**src/rtl/alu_ctrl_pkg.sv**
```systemverilog
// Shared encodings for the sequenced ALU controller: op codes, FSM states and
// register-file geometry.
package alu_ctrl_pkg;

    localparam int unsigned REG_AW   = 2;
    localparam int unsigned NUM_REGS = 1 << REG_AW;

    localparam logic [2:0] OP_MOV = 3'b000;
    localparam logic [2:0] OP_NOT = 3'b001;
    localparam logic [2:0] OP_ADD = 3'b010;
    localparam logic [2:0] OP_SUB = 3'b011;
    localparam logic [2:0] OP_OR  = 3'b100;
    localparam logic [2:0] OP_AND = 3'b101;

    typedef enum logic [1:0] {
        S_IDLE = 2'd0,
        S_RD   = 2'd1,
        S_EX   = 2'd2,
        S_WB   = 2'd3
    } state_e;

    function automatic logic op_is_illegal(input logic [2:0] op);
        return op > OP_AND;
    endfunction

    function automatic logic op_writes_carry(input logic [2:0] op);
        return (op == OP_ADD) || (op == OP_SUB);
    endfunction

endpackage

```
**src/rtl/param_ALU.sv**
```systemverilog
// N-bit combinational ALU: MOV/NOT/ADD/SUB/OR/AND on R2 (A) and R3 (B).
// SUB forces its own carry-in, so it computes R2 + ~R3 + 1.
module param_ALU
    import alu_ctrl_pkg::*;
#(
    parameter int unsigned N = 4
) (
    input  logic [2:0]   op,
    input  logic [N-1:0] R2,
    input  logic [N-1:0] R3,
    input  logic         c_in,
    output logic [N-1:0] R1,
    output logic         c_out
);

    logic [N-1:0] b_eff;
    logic         c_eff;
    logic [N:0]   sum;

    always_comb begin
        b_eff = (op == OP_SUB) ? ~R3 : R3;
        c_eff = (op == OP_SUB) ? 1'b1 : ((op == OP_ADD) ? c_in : 1'b0);
        sum   = {1'b0, R2} + {1'b0, b_eff} + {{N{1'b0}}, c_eff};
    end

    always_comb begin
        R1    = '0;
        c_out = 1'b0;
        case (op)
            OP_MOV: R1 = R2;
            OP_NOT: R1 = ~R2;
            OP_ADD, OP_SUB: begin
                R1    = sum[N-1:0];
                c_out = sum[N];
            end
            OP_OR:  R1 = R2 | R3;
            OP_AND: R1 = R2 & R3;
            default: R1 = '0;
        endcase
    end

endmodule

```
**src/rtl/alu_seq_ctrl.sv**
```systemverilog
// Multi-cycle controller: accepts one register-to-register instruction at a
// time and walks it through read, execute and writeback around param_ALU.
module alu_seq_ctrl
    import alu_ctrl_pkg::*;
#(
    parameter int unsigned N = 4
) (
    input  logic              clk,
    input  logic              rst_n,
    input  logic              instr_valid,
    output logic              instr_ready,
    input  logic [2:0]        instr_op,
    input  logic [REG_AW-1:0] instr_rd,
    input  logic [REG_AW-1:0] instr_rs,
    input  logic [REG_AW-1:0] instr_rt,
    input  logic              instr_use_c,
    input  logic              ld_en,
    input  logic [REG_AW-1:0] ld_addr,
    input  logic [N-1:0]      ld_data,
    input  logic [REG_AW-1:0] dbg_addr,
    output logic [N-1:0]      dbg_data,
    output logic              done,
    output logic              illegal,
    output logic [N-1:0]      result,
    output logic              flag_c,
    output logic              flag_z
);

    state_e state_q, state_d;

    logic [N-1:0]      regs_q [NUM_REGS];
    logic [2:0]        op_q;
    logic [REG_AW-1:0] rd_q, rs_q, rt_q;
    logic              use_c_q;
    logic [N-1:0]      a_q, b_q;
    logic              cin_q;
    logic [N-1:0]      ex_res_q;
    logic              ex_c_q;
    logic [N-1:0]      result_q;
    logic              flag_c_q, flag_z_q;

    logic [N-1:0]      alu_res;
    logic              alu_c;
    logic              accept;

    param_ALU #(.N(N)) u_alu (
        .op    (op_q),
        .R2    (a_q),
        .R3    (b_q),
        .c_in  (cin_q),
        .R1    (alu_res),
        .c_out (alu_c)
    );

    always_ff @(posedge clk or negedge rst_n) begin
        if (!rst_n) begin
            state_q <= S_IDLE;
        end else begin
            state_q <= state_d;
        end
    end

    always_comb begin
        state_d     = state_q;
        instr_ready = 1'b0;
        done        = 1'b0;
        illegal     = 1'b0;
        accept      = 1'b0;
        unique case (state_q)
            S_IDLE: begin
                // A pending load blocks acceptance so the two never share an edge.
                instr_ready = !ld_en;
                accept      = instr_valid && !ld_en;
                if (accept) begin
                    state_d = S_RD;
                end
            end
            S_RD: state_d = S_EX;
            S_EX: state_d = S_WB;
            S_WB: begin
                done    = 1'b1;
                illegal = op_is_illegal(op_q);
                state_d = S_IDLE;
            end
            default: state_d = S_IDLE;
        endcase
    end

    always_ff @(posedge clk or negedge rst_n) begin
        if (!rst_n) begin
            for (int i = 0; i < NUM_REGS; i++) begin
                regs_q[i] <= '0;
            end
            op_q     <= OP_MOV;
            rd_q     <= '0;
            rs_q     <= '0;
            rt_q     <= '0;
            use_c_q  <= 1'b0;
            a_q      <= '0;
            b_q      <= '0;
            cin_q    <= 1'b0;
            ex_res_q <= '0;
            ex_c_q   <= 1'b0;
            result_q <= '0;
            flag_c_q <= 1'b0;
            flag_z_q <= 1'b0;
        end else begin
            unique case (state_q)
                S_IDLE: begin
                    if (ld_en) begin
                        regs_q[ld_addr] <= ld_data;
                    end else if (accept) begin
                        op_q    <= instr_op;
                        rd_q    <= instr_rd;
                        rs_q    <= instr_rs;
                        rt_q    <= instr_rt;
                        use_c_q <= instr_use_c;
                    end
                end
                // Operands are snapshotted here, so rd may alias rs/rt safely.
                S_RD: begin
                    a_q   <= regs_q[rs_q];
                    b_q   <= regs_q[rt_q];
                    cin_q <= use_c_q ? flag_c_q : 1'b0;
                end
                S_EX: begin
                    ex_res_q <= alu_res;
                    ex_c_q   <= alu_c;
                end
                S_WB: begin
                    if (!op_is_illegal(op_q)) begin
                        regs_q[rd_q] <= ex_res_q;
                        result_q     <= ex_res_q;
                        flag_z_q     <= (ex_res_q == '0);
                        if (op_writes_carry(op_q)) begin
                            flag_c_q <= ex_c_q;
                        end
                    end
                end
                default: ;
            endcase
        end
    end

    assign dbg_data = regs_q[dbg_addr];
    assign result   = result_q;
    assign flag_c   = flag_c_q;
    assign flag_z   = flag_z_q;

endmodule
```
**config.mk**
```make
export PLATFORM = sky130hd
export DESIGN_NAME = alu_seq_ctrl
export DESIGN_NICKNAME = d
export VERILOG_FILES = /design/src/rtl/alu_ctrl_pkg.sv /design/src/rtl/param_ALU.sv /design/src/rtl/alu_seq_ctrl.sv
export SDC_FILE = /design/constraint.sdc
export NUM_CORES = 1
export LEC_CHECK = 0
export BUFFER_PORTS_ARGS = -buffer_cell sky130_fd_sc_hd__buf_2
export CORE_MARGIN = 3
export CORE_UTILIZATION = 60
export DETAILED_ROUTE_END_ITERATION = 8
export PLACE_DENSITY = 0.83
export REMOVE_ABC_BUFFERS = 1
export SLEW_MARGIN = 20
export SYNTH_ARGS = -nofsm -noshare
export SYNTH_HDL_FRONTEND = slang
export SYNTH_SLANG_ARGS = --single-unit
```
**constraint.sdc**
```tcl
create_clock -name clk -period 4.65 [get_ports clk]
set_clock_uncertainty 0.15 [all_clocks]
set_input_delay 0.2325 -clock clk [delete_from_list [all_inputs] [get_ports clk]]
set_output_delay 0.2325 -clock clk [all_outputs]
set_load 0.05 [all_outputs]
```
# Word-level counts from Yosys, hierarchy flattened

Index checks and enable logic that the tools add are counted.

Register bits after elaboration: 48
Latch bits: 0
Memory bits (writable): 0
ROM bits: 0
Output and inout port bits: 13
Logic and storage cells: 94
Memories kept: 0

Add/sub/neg operators: 2
Multipliers: 0
Div/mod/pow operators: 0
$lt $le $gt $ge: 8
Equality and inequality tests: 11
Shift operators: 0
Mux-type cells: 30
Bitwise gates (word level): 11
Reductions and logical operators: 14

Operators by type and width:

| cell                                                                          | number |
|---|---|
| 4-bit two-way mux                                                             | 9 |
| 16-bit bitwise mux                                                            | 2 |
| 16-bit two-way mux                                                            | 2 |
| 16-bit case mux with 2 select lines                                           | 1 |
| 4-bit binary-select mux with 2-bit select                                     | 3 |
| 4-bit case mux with 5 select lines                                            | 1 |
| 4-bit demux with 2-bit select                                                 | 2 |
| 3-bit >= comparator (second input constant)                                   | 5 |
| 2-bit inverter with 3-bit output                                              | 5 |
| 3-bit AND reduction                                                           | 3 |
| 1-bit two-way mux                                                             | 8 |
| 4-bit inverter                                                                | 2 |
| 2-bit case mux with 4 select lines                                            | 1 |
| 3-bit by 2-bit equality test with 1-bit output (second input constant)        | 2 |
| 3-bit equality test (second input constant)                                   | 2 |
| 3-bit by 1-bit less-than comparator with 1-bit output (second input constant) | 2 |
| 2-bit inequality test (second input constant)                                 | 3 |
| 4-bit by 4-bit adder with 5-bit output                                        | 1 |
| 5-bit by 1-bit adder with 5-bit output                                        | 1 |
| 4-bit bitwise AND                                                             | 1 |
| 2-bit equality test (second input constant)                                   | 2 |
| 4-bit logical NOT                                                             | 1 |
| 4-bit OR                                                                      | 1 |
| 3-bit by 1-bit equality test with 1-bit output (second input constant)        | 1 |
| 12 further kinds                                                              | 15 |

# Logic depth before layout (Yosys ltp)

Gate-level depths: netlist of run 1.

Word-level depth: 8
Depth in mapped cells: 11

# Cells and area by module

Synthesis of run 1 repeated with hierarchy kept, for this count alone.

Cells, all modules: 211
Area, all modules: 2788.9 um2

Modules (own cells, without submodules):

| module       | times used | cells each | area each (um2) | sequential area each (um2) |
|---|---|---|---|---|
| alu_seq_ctrl | 1          | 162        | 2411.1          | 1201.2 |
| param_ALU    | 1          | 49         | 377.9           | 0.0 |

# Least setup slack after synthesis of run 1

OpenSTA, ideal clock, no wires.

Path kind: register to register
From: register op_q[2]
To: register ex_res_q[2]
Library setup time: 0.077 ns
Arrival time: 2.330 ns
Data required time: 4.423 ns
Setup slack: 2.093 ns
Stages on the path, launching flop included: 11
Period minus slack after synthesis: 2.557 ns
Path through: dfrtp_1 buf_6 nor2b_1 nand2_1 xnor2_1 fa_1 inv_1 fa_1 xor2_1 o221a_2 a21oi_1

Cells in the longest elaborated chain, start to end: 5
Elaborated cells on any way between the ends: 13
Classes of those cells: add/sub: 2; eq/ne: 5; mux: 4; reduce/logical: 2

RTL lines:

| what                                                                               | line                                              | source |
|---|---|---|
| start, declared                                                                    | alu_seq_ctrl.sv:32                                | `logic [2:0] op_q;` |
| start signal, assigned                                                             | alu_seq_ctrl.sv:113                               | `op_q <= instr_op;` |
| 3-bit by 2-bit equality test with 1-bit output, on equally long branches           | param_ALU.sv:21, param_ALU.sv:22, param_ALU.sv:29 |  |
| 4-bit two-way mux / 1-bit two-way mux (equally long branches)                      | param_ALU.sv:21, param_ALU.sv:22                  |  |
| 4-bit by 4-bit adder with 5-bit output / 1-bit two-way mux (equally long branches) | param_ALU.sv:23, param_ALU.sv:22                  |  |
| 5-bit by 1-bit adder with 5-bit output                                             | param_ALU.sv:23                                   | `sum = {1'b0, R2} + {1'b0, b_eff} + {{N{1'b0}}, c_eff};` |
| 4-bit case mux with 5 select lines (*)                                             | param_ALU.sv:29                                   | `case (op)` |
| end signal, assigned                                                               | alu_seq_ctrl.sv:127                               | `ex_res_q <= alu_res;` |
| end, declared                                                                      | alu_seq_ctrl.sv:37                                | `logic [N-1:0] ex_res_q;` |

Mark *: on every way between the ends. The rest lies on a longest branch, timed or not.
A chain may end at the register's enable or synchronous reset.

# Worst setup path in the final report of run 1

From: register op_q[1]
To: register ex_res_q[2]

The elaborated chain is that of the path after synthesis.

==> results of run 1 <==
-- power by group through the flow --
| stage | sequential (W) | clock [W] | combinational [W] |
|---|---|---|---|
| final | 0.000881 | 0.000296 | 0.00110 |
| after global routing | 0.000911 | 0.000311 | 0.00119 |
| after global placement | 0.000870 | 0 | 0.00106 |
| after floorplan | 0.000872 | 0 | 0.000795 |
| after CTS | 0.000873 | 0.000300 | 0.00110 |
| after detailed placement | 0.000878 | 0 | 0.00109 |
-- stage by stage --
| step | power (W) | cell area (sq um) |
|---|---|---|
| 2_1_floorplan | 0.001668 | 2608 |
| 3_3_place_gp | 0.001930 | 2840 |
| 6_report | 0.002273 | 2960 |
| 3_5_place_dp | 0.001968 | 2840 |
| 4_1_cts | 0.002270 | 2948 |
| 5_1_grt | 0.002408 | 2960 |
-- layout make-up --
class / count / area [sq um] / share of cell area [%]
multi-input combinational: 149 / 1358 / 45.86
sequential: 48 / 1201 / 40.57
timing repair buffer: 35 / 182.7 / 6.171
clock buffer: 6 / 72.57 / 2.451
tap: 50 / 62.56 / 2.113
inverter: 13 / 48.80 / 1.648
clock inverter: 2 / 35.03 / 1.183
-- placed cells by master (no fill, tap or decap), types with 2 or more instances in the layout --
| cell | instances |
|---|---|
| dfrtp_1 | 48 |
| buf_2 | 33 |
| mux2_2 | 22 |
| o21ai_0 | 16 |
| a22oi_1 | 16 |
| o2bb2ai_1 | 16 |
| inv_1 | 13 |
| mux4_2 | 12 |
| nand2_1 | 11 |
| ha_1 | 7 |
| a21oi_1 | 6 |
| nor2_1 | 5 |
| clkbuf_8 | 5 |
| xnor2_1 | 4 |
| o211ai_1 | 4 |
| nor3b_1 | 3 |
| and2b_1 | 2 |
| nor2b_1 | 2 |
| a21o_1 | 2 |
| xor2_1 | 2 |
| and3b_1 | 2 |
| nor3_1 | 2 |
| fa_1 | 2 |
-- layer usage --
metal | part of all wire [%] | global-route usage (%) | routed length (um) | vias to the layer above
met1 | 41 | 31.11 | 2474 | 974
met2 | 50 | 40.78 | 2997 | 87
li1 | - | - | - | 897
met4 | 2.4 | 10.04 | 142 | 0
met3 | 6.0 | 4.821 | 361 | 18
met5 | 0 | 0 | 0 | -
-- flip-flops by register name (all words and copies together) (netlist names) --
name / flops
a_q: 4
b_q: 4
use_c_q: 1
state_q: 2
op_q: 3
rd_q: 2
ex_c_q: 1
regs_q: 16
rs_q: 2
flag_c: 1
rt_q: 2
flag_z: 1
result: 4
ex_res_q: 4
cin_q: 1
-- worst paths after layout --
| path | cells after the start | startpoint | endpoint | slack, ns |
|---|---|---|---|---|
| max reg2reg | 9 | op_q[1]$_DFFE_PN0P_ | ex_res_q[2]$_DFFE_PN0P_ | 1.78 |
| max in group asynchronous | 2 | rst_n | ex_c_q$_DFFE_PN0P_ | 3.62 |
| min | 2 | instr_rs[0] | rs_q[0]$_DFFE_PN0P_ | 0.02 |
| min reg2reg | 1 | result[2]$_DFFE_PN0P_ | result[2]$_DFFE_PN0P_ | 0.36 |
| min in group asynchronous | 2 | rst_n | regs_q[8]$_DFFE_PN0P_ | 0.33 |
| max | 9 | op_q[1]$_DFFE_PN0P_ | ex_res_q[2]$_DFFE_PN0P_ | 1.78 |
-- worst max-delay path, stage by stage (launching register included) --
cell     delay (ns)
dfrtp_1        0.51
nor2b_1        0.39
nand2_1        0.24
xnor2_1        0.24
fa_1           0.22
inv_1          0.06
fa_1           0.40
xor2_1         0.19
o221a_2        0.27
a21oi_1        0.13
-- logic make-up after synthesis --
group,synth area share [%]
XOR/XNOR,1.970
AND/OR/NAND/NOR,6.473
adder cells (fa/ha/maj),4.784
buffers and inverters,4.081
flip-flops,45.03
AO/OA/AOI/OAI,17.87
multiplexers,19.79
==> flow_metrics.py, run 1 <==
metrics = {
    "detailed_routing": {
        "ant_nets": 0,
        "drt-initial-drc-count": 123,
        "num_vias": 1976,
        "drt-pass1-iter-count": 4,
        "post-route-drc-count": 0,
        "wirelength_um": 5975,
        "post_drt_wl_per_cell_um": 19.72,
        "via_per_inst": 6.521,
    },
    "timing": {
        "setup_viol": 0,
        "max_slew.worst_pin.slew_ns": 0.5823,
        "max_slew_margin_pct": 60.77,
        "hold_ws_ns": 0.01568,
        "fin_setup_tns_ns": 0,
        "drv_slew": 0,
        "min_period_ns": 2.866,
        "post-route-period-util_pct": 61.63,
        "hold_viol_final": 0,
        "setup_slack_ns": 1.784,
        "rsz0062_at_grt": "false",
        "fmax_mhz": 349.0,
    },
    "setup_path": {
        "required_ns": 4.72,
        "cp-end-kind": "register",
        "worstPathMaxFanout": 9,
        "cp.arrival_ns": 2.94,
        "path_class": "register to register",
        "critPathLaunchType": "register",
    },
    "die": {
        "ios": 35,
        "die_x_um": 72.68,
        "die-area_sq_um": 5282,
        "rows": 23,
        "die_h_um": 72.68,
        "initial_utilization_pct": 64.37,
        "fp.coreArea_sq_um": 4144,
    },
    "layout": {
        "final_util_pct": 71.44,
        "fin_nets": 283,
        "fin_cells": 303,
        "area_growth_pct": 10.98,
        "antenna_cells": 0,
        "fillers": 304,
        "final_layout_size_suffix_gt1_share_pct": 30.43,
    },
    "global_routing": {
        "grt_use_total_pct": 24.39,
        "grt_pass1_wl_um": 9756,
        "grt_pass1_vias": 2030,
        "grt_max_degree": 49,
        "grt_overflow": 0,
        "antenna_found_initial": 0,
    },
    "synth": {
        "synth.cell_area_sq_um": 2668,
        "synth_top_area_share_pct": 45.03,
        "synth_area_leader_cell": "dfrtp_1",
        "synth_flop_cell": "dfrtp_1",
        "ys_seq_elements": 48,
        "netlist_instances": 217,
        "yosysWarnings": 0,
        "synth_area_leaders": "dfrtp_1, mux4_2, mux2_2",
        "synth-edff-count": 0,
        "yosysMostFrequentCell": "dfrtp_1",
        "async_flop_share_pct": 100.0,
        "synth_common_cells": "dfrtp_1, mux2_2, a22oi_1, o21ai_0, o2bb2ai_1",
        "yosysSeqAreaShare_pct": 45.03,
        "avgSynthCellArea_sq_um": 12.29,
        "synth.distinct_cells": 38,
    },
    "placement": {
        "post-place-ws_ns": 1.801,
        "globalplace.congestion": 0.8629,
        "dp_cells": 294,
        "port_buffers": 34,
        "place_hpwl_um": 4433,
    },
    "power_and_ir_drop": {
        "p_leak_nw": 1.284,
        "clock_power_share_pct": 13.0,
        "seqPwrFrac_pct": 38.8,
        "p_sw_w": 0.0009939,
        "powerDensity_nw_per_um2": 767.7,
        "p_int_w": 0.001279,
        "swShare_pct": 43.73,
        "irDropWorstVdd_uv": 339.6,
        "pwr-share-comb_pct": 48.2,
    },
    "clock_tree": {
        "cts_tree": "built",
        "cts_buffer_depth": 2,
        "clk_latency_ns": 0.30,
        "cts-root-buf": "clkbuf_8",
        "cts_buffers": 5,
        "cts_max_level": 2,
        "post-cts-setup-buffers": 0,
        "cts.sinks": 48,
        "post_cts_resized": 0,
        "clk_pin_slew_ns": 0.09,
        "postCtsHoldBufs": 0,
    },
    "job": {
        "maxCapViolCount": 0,
    },
    "run_status": {
        "status": "finished, final reports clean",
    },
    "min_path": {
        "hold_path_class": "input port to register",
    },
}
(Power assumes the default switching activity.)
==> run 2, diff against run 1 <==
--- a/config.mk
+++ b/config.mk
@@ -5,11 +5,12 @@
 export SDC_FILE = /design/constraint.sdc
 export NUM_CORES = 1
 export LEC_CHECK = 0
+export ABC_AREA = 1
 export BUFFER_PORTS_ARGS = -buffer_cell sky130_fd_sc_hd__buf_2
 export CORE_MARGIN = 3
-export CORE_UTILIZATION = 60
+export CORE_UTILIZATION = 52
 export DETAILED_ROUTE_END_ITERATION = 8
-export PLACE_DENSITY = 0.83
+export PLACE_DENSITY = 0.76
 export REMOVE_ABC_BUFFERS = 1
 export SLEW_MARGIN = 20
 export SYNTH_ARGS = -nofsm -noshare
==> constraint.sdc (replaced) <==
create_clock -name clk -period 2.5 [get_ports clk]
set_clock_uncertainty 0.15 [all_clocks]
set_input_delay 0.125 -clock clk [delete_from_list [all_inputs] [get_ports clk]]
set_output_delay 0.125 -clock clk [all_outputs]
set_load 0.05 [all_outputs]
==> run 2 against run 1 <==
Net effect:
- setup slack worse by 1.6 ns
- clock power up 91%
- sequential share of layout area down 4.5 points
- area after synthesis up 7.6%
- die area up 22%
- hold slack better by 0.0060 ns
- largest power group unchanged
- sequential cell count unchanged
- highest routed layer unchanged
- synthesized cell count up 81%
==> flow_metrics.py, run 2 <==
metrics = {
    "setup_path": {
        "r2r_cells": 13,
        "critPathMaxStageDelay_ns": 0.40,
        "worst_path_max_delay_cell": "fa_1",
        "cp.arrival_ns": 2.41,
        "cp_top_family": "adder cells",
        "critPathMostFrequentCell": "nand2_1",
        "critical_path_cell_count": 13,
        "crit_chain": "inv_1 -> nand2_2 -> inv_2 -> nand2_4 -> xor2_1 -> fa_2 -> inv_1 -> fa_1 -> o21ai_1 -> nor2_1 -> nand2_1 -> nand2_1 -> nand2_1",
        "critPathLaunchType": "register",
        "cp-end-kind": "register",
        "critPathBufInv": 3,
        "worstPathMaxFanout": 4,
        "path_class": "register to register",
        "required_ns": 2.60,
    },
    "synth": {
        "synth_top_area_share_pct": 41.83,
        "synth_flop_cell": "dfrtp_1",
        "yosysSeqAreaShare_pct": 41.83,
        "yosysMostFrequentCell": "nand2_1",
        "synth.cell_area_sq_um": 2872,
        "yosysWarnings": 0,
        "avgSynthCellArea_sq_um": 7.307,
        "netlist_instances": 393,
        "synth_area_leader_cell": "dfrtp_1",
        "async_flop_share_pct": 100.0,
        "synth_area_leaders": "dfrtp_1, nand2_1, o21ai_0",
        "synth_common_cells": "nand2_1, o21ai_0, dfrtp_1",
        "ys_seq_elements": 48,
        "synth.distinct_cells": 31,
        "synth-edff-count": 0,
    },
    "global_routing": {
        "grt_pass1_wl_um": 12190,
        "grt_max_degree": 49,
        "grt_use_total_pct": 24.36,
        "antenna_found_initial": 0,
        "grt_pass1_vias": 2558,
        "grt_overflow": 0,
    },
    "min_path": {
        "hold_path_class": "input port to register",
        "hold_path_depth": 5,
    },
    "detailed_routing": {
        "via_per_inst": 5.491,
        "post-route-drc-count": 0,
        "drt-pass1-iter-count": 5,
        "drt-initial-drc-count": 256,
        "num_vias": 2795,
        "ant_nets": 0,
        "wirelength_um": 7110,
        "post_drt_wl_per_cell_um": 13.97,
    },
    "clock_tree": {
        "cts-root-buf": "clkbuf_8",
        "clk_latency_ns": 0.30,
        "cts_buffers": 5,
        "cts_max_level": 2,
        "cts.sinks": 48,
        "cts_tree": "built",
        "clk_pin_slew_ns": 0.09,
        "cts_buffer_depth": 2,
    },
    "layout": {
        "fin_nets": 469,
        "final_layout_size_suffix_gt1_share_pct": 14.35,
        "regArea_sq_um": 1201,
        "final_common_cell": "nand2_1",
        "area_growth_pct": 15.82,
        "largest_reg_flops": 16,
        "mostFrequentLayoutCells": "nand2_1, o21ai_0, dfrtp_1, inv_1, a21oi_1",
        "final_util_pct": 63.50,
        "fin_cells": 509,
        "antenna_cells": 0,
        "multi_input_area_sq_um": 1446,
        "regMostFlops": "regs_q",
        "fillers": 439,
    },
    "run_status": {
        "status": "finished, final reports clean",
    },
    "timing": {
        "fmax_mhz": 434.0,
        "setup_viol": 0,
        "drv_slew": 0,
        "fin_setup_tns_ns": 0,
        "rsz0062_at_grt": "false",
        "hold_viol_final": 0,
        "min_period_ns": 2.304,
        "max_slew.worst_pin.slew_ns": 0.5999,
        "post-route-period-util_pct": 92.16,
        "max_slew_margin_pct": 60.01,
    },
    "power_and_ir_drop": {
        "powerDensity_nw_per_um2": 1265,
        "p_leak_nw": 1.643,
        "irDropWorstVdd_uv": 828.3,
    },
    "die": {
        "die-area_sq_um": 6450,
        "die_h_um": 80.31,
        "initial_utilization_pct": 54.83,
        "fp.coreArea_sq_um": 5238,
        "ios": 35,
        "die_x_um": 80.31,
        "rows": 26,
    },
    "placement": {
        "port_buffers": 34,
        "globalplace.congestion": 0.9315,
        "dp_cells": 490,
        "place_hpwl_um": 5227,
    },
    "job": {
        "maxCapViolCount": 0,
    },
}
## run 2: report_power, final
group          internal [W]  switching (W)
Clock              0.000296       0.000268
Combinational      0.000706        0.00150
Sequential          0.00110       0.000333
Total               0.00210        0.00211
## run 2: cells by family after synthesis
group | after synthesis | synth area share (%)
AND/OR/NAND/NOR | 161 | 23.49
AO/OA/AOI/OAI | 112 | 20.26
buffers and inverters | 57 | 7.974
flip-flops | 48 | 41.83
adder cells (fa/ha/maj) | 9 | 4.444
XOR/XNOR | 4 | 1.220
multiplexers | 2 | 0.7843
## run 2: timing repair
action                                  4_1_cts  5_1_grt
buffers inserted                              0        0
endpoints found under the hold margin        58        0
endpoints found under the setup margin        0        2
hold buffers                                 11        0
gates resized for setup                       0        4
## run 2: final cells by class
class | instances | share of cell area [%]
Sequential cell | 48 | 36.12
Clock inverter | 3 | 1.279
Multi-Input combinational cell | 288 | 43.49
Tap cell | 70 | 2.634
Clock buffer | 5 | 2.069
Inverter | 47 | 5.305
Timing Repair Buffer | 48 | 9.105
## run 2: worst paths after layout
check	startpoint	end	slack, ns
max in group asynchronous	rst_n	op_q[2]$_DFFE_PN0P_	1.51
min in group asynchronous	rst_n	rs_q[1]$_DFFE_PN0P_	0.30
setup / recovery	op_q[2]$_DFFE_PN0P_	ex_res_q[1]$_DFFE_PN0P_	0.20
hold / removal	ld_data[2]	regs_q[10]$_DFFE_PN0P_	0.02
setup reg to reg	op_q[2]$_DFFE_PN0P_	ex_res_q[1]$_DFFE_PN0P_	0.20
hold reg to reg	result[3]$_DFFE_PN0P_	result[3]$_DFFE_PN0P_	0.34
## run 2: metrics by stage
step	worst slack [ns]	area, sq um	power [W]	hold WS (ns)
after floorplan	0.01565	2819	0.002978	-0.3206
after global placement	0.1582	3099	0.003521	0.1133
after detailed placement	0.1022	3099	0.003580	0.1034
after CTS	0.05172	3321	0.004174	0.004702
after global routing	0.005378	3326	0.004583	0.03588
final	0.1959	3326	0.004208	0.02163
## run 2: worst min-delay path, stage by stage
cell and delay, ns:
buf_2 0.09, nand2_1 0.05, o21ai_0 0.07, nand2_1 0.05
o21ai_0 0.06
## run 2: per-layer routing
layer  routed length [um]  vias up  part of all wire [%]  GRT usage [%]
li1                     -     1378                     -              -
met1                 3263     1294                    46          34.78
met2                 3345      109                    47          38.74
met3                  405       14                   5.7          4.148
met4                   95        0                   1.3          5.574
met5                    0        -                     0              0
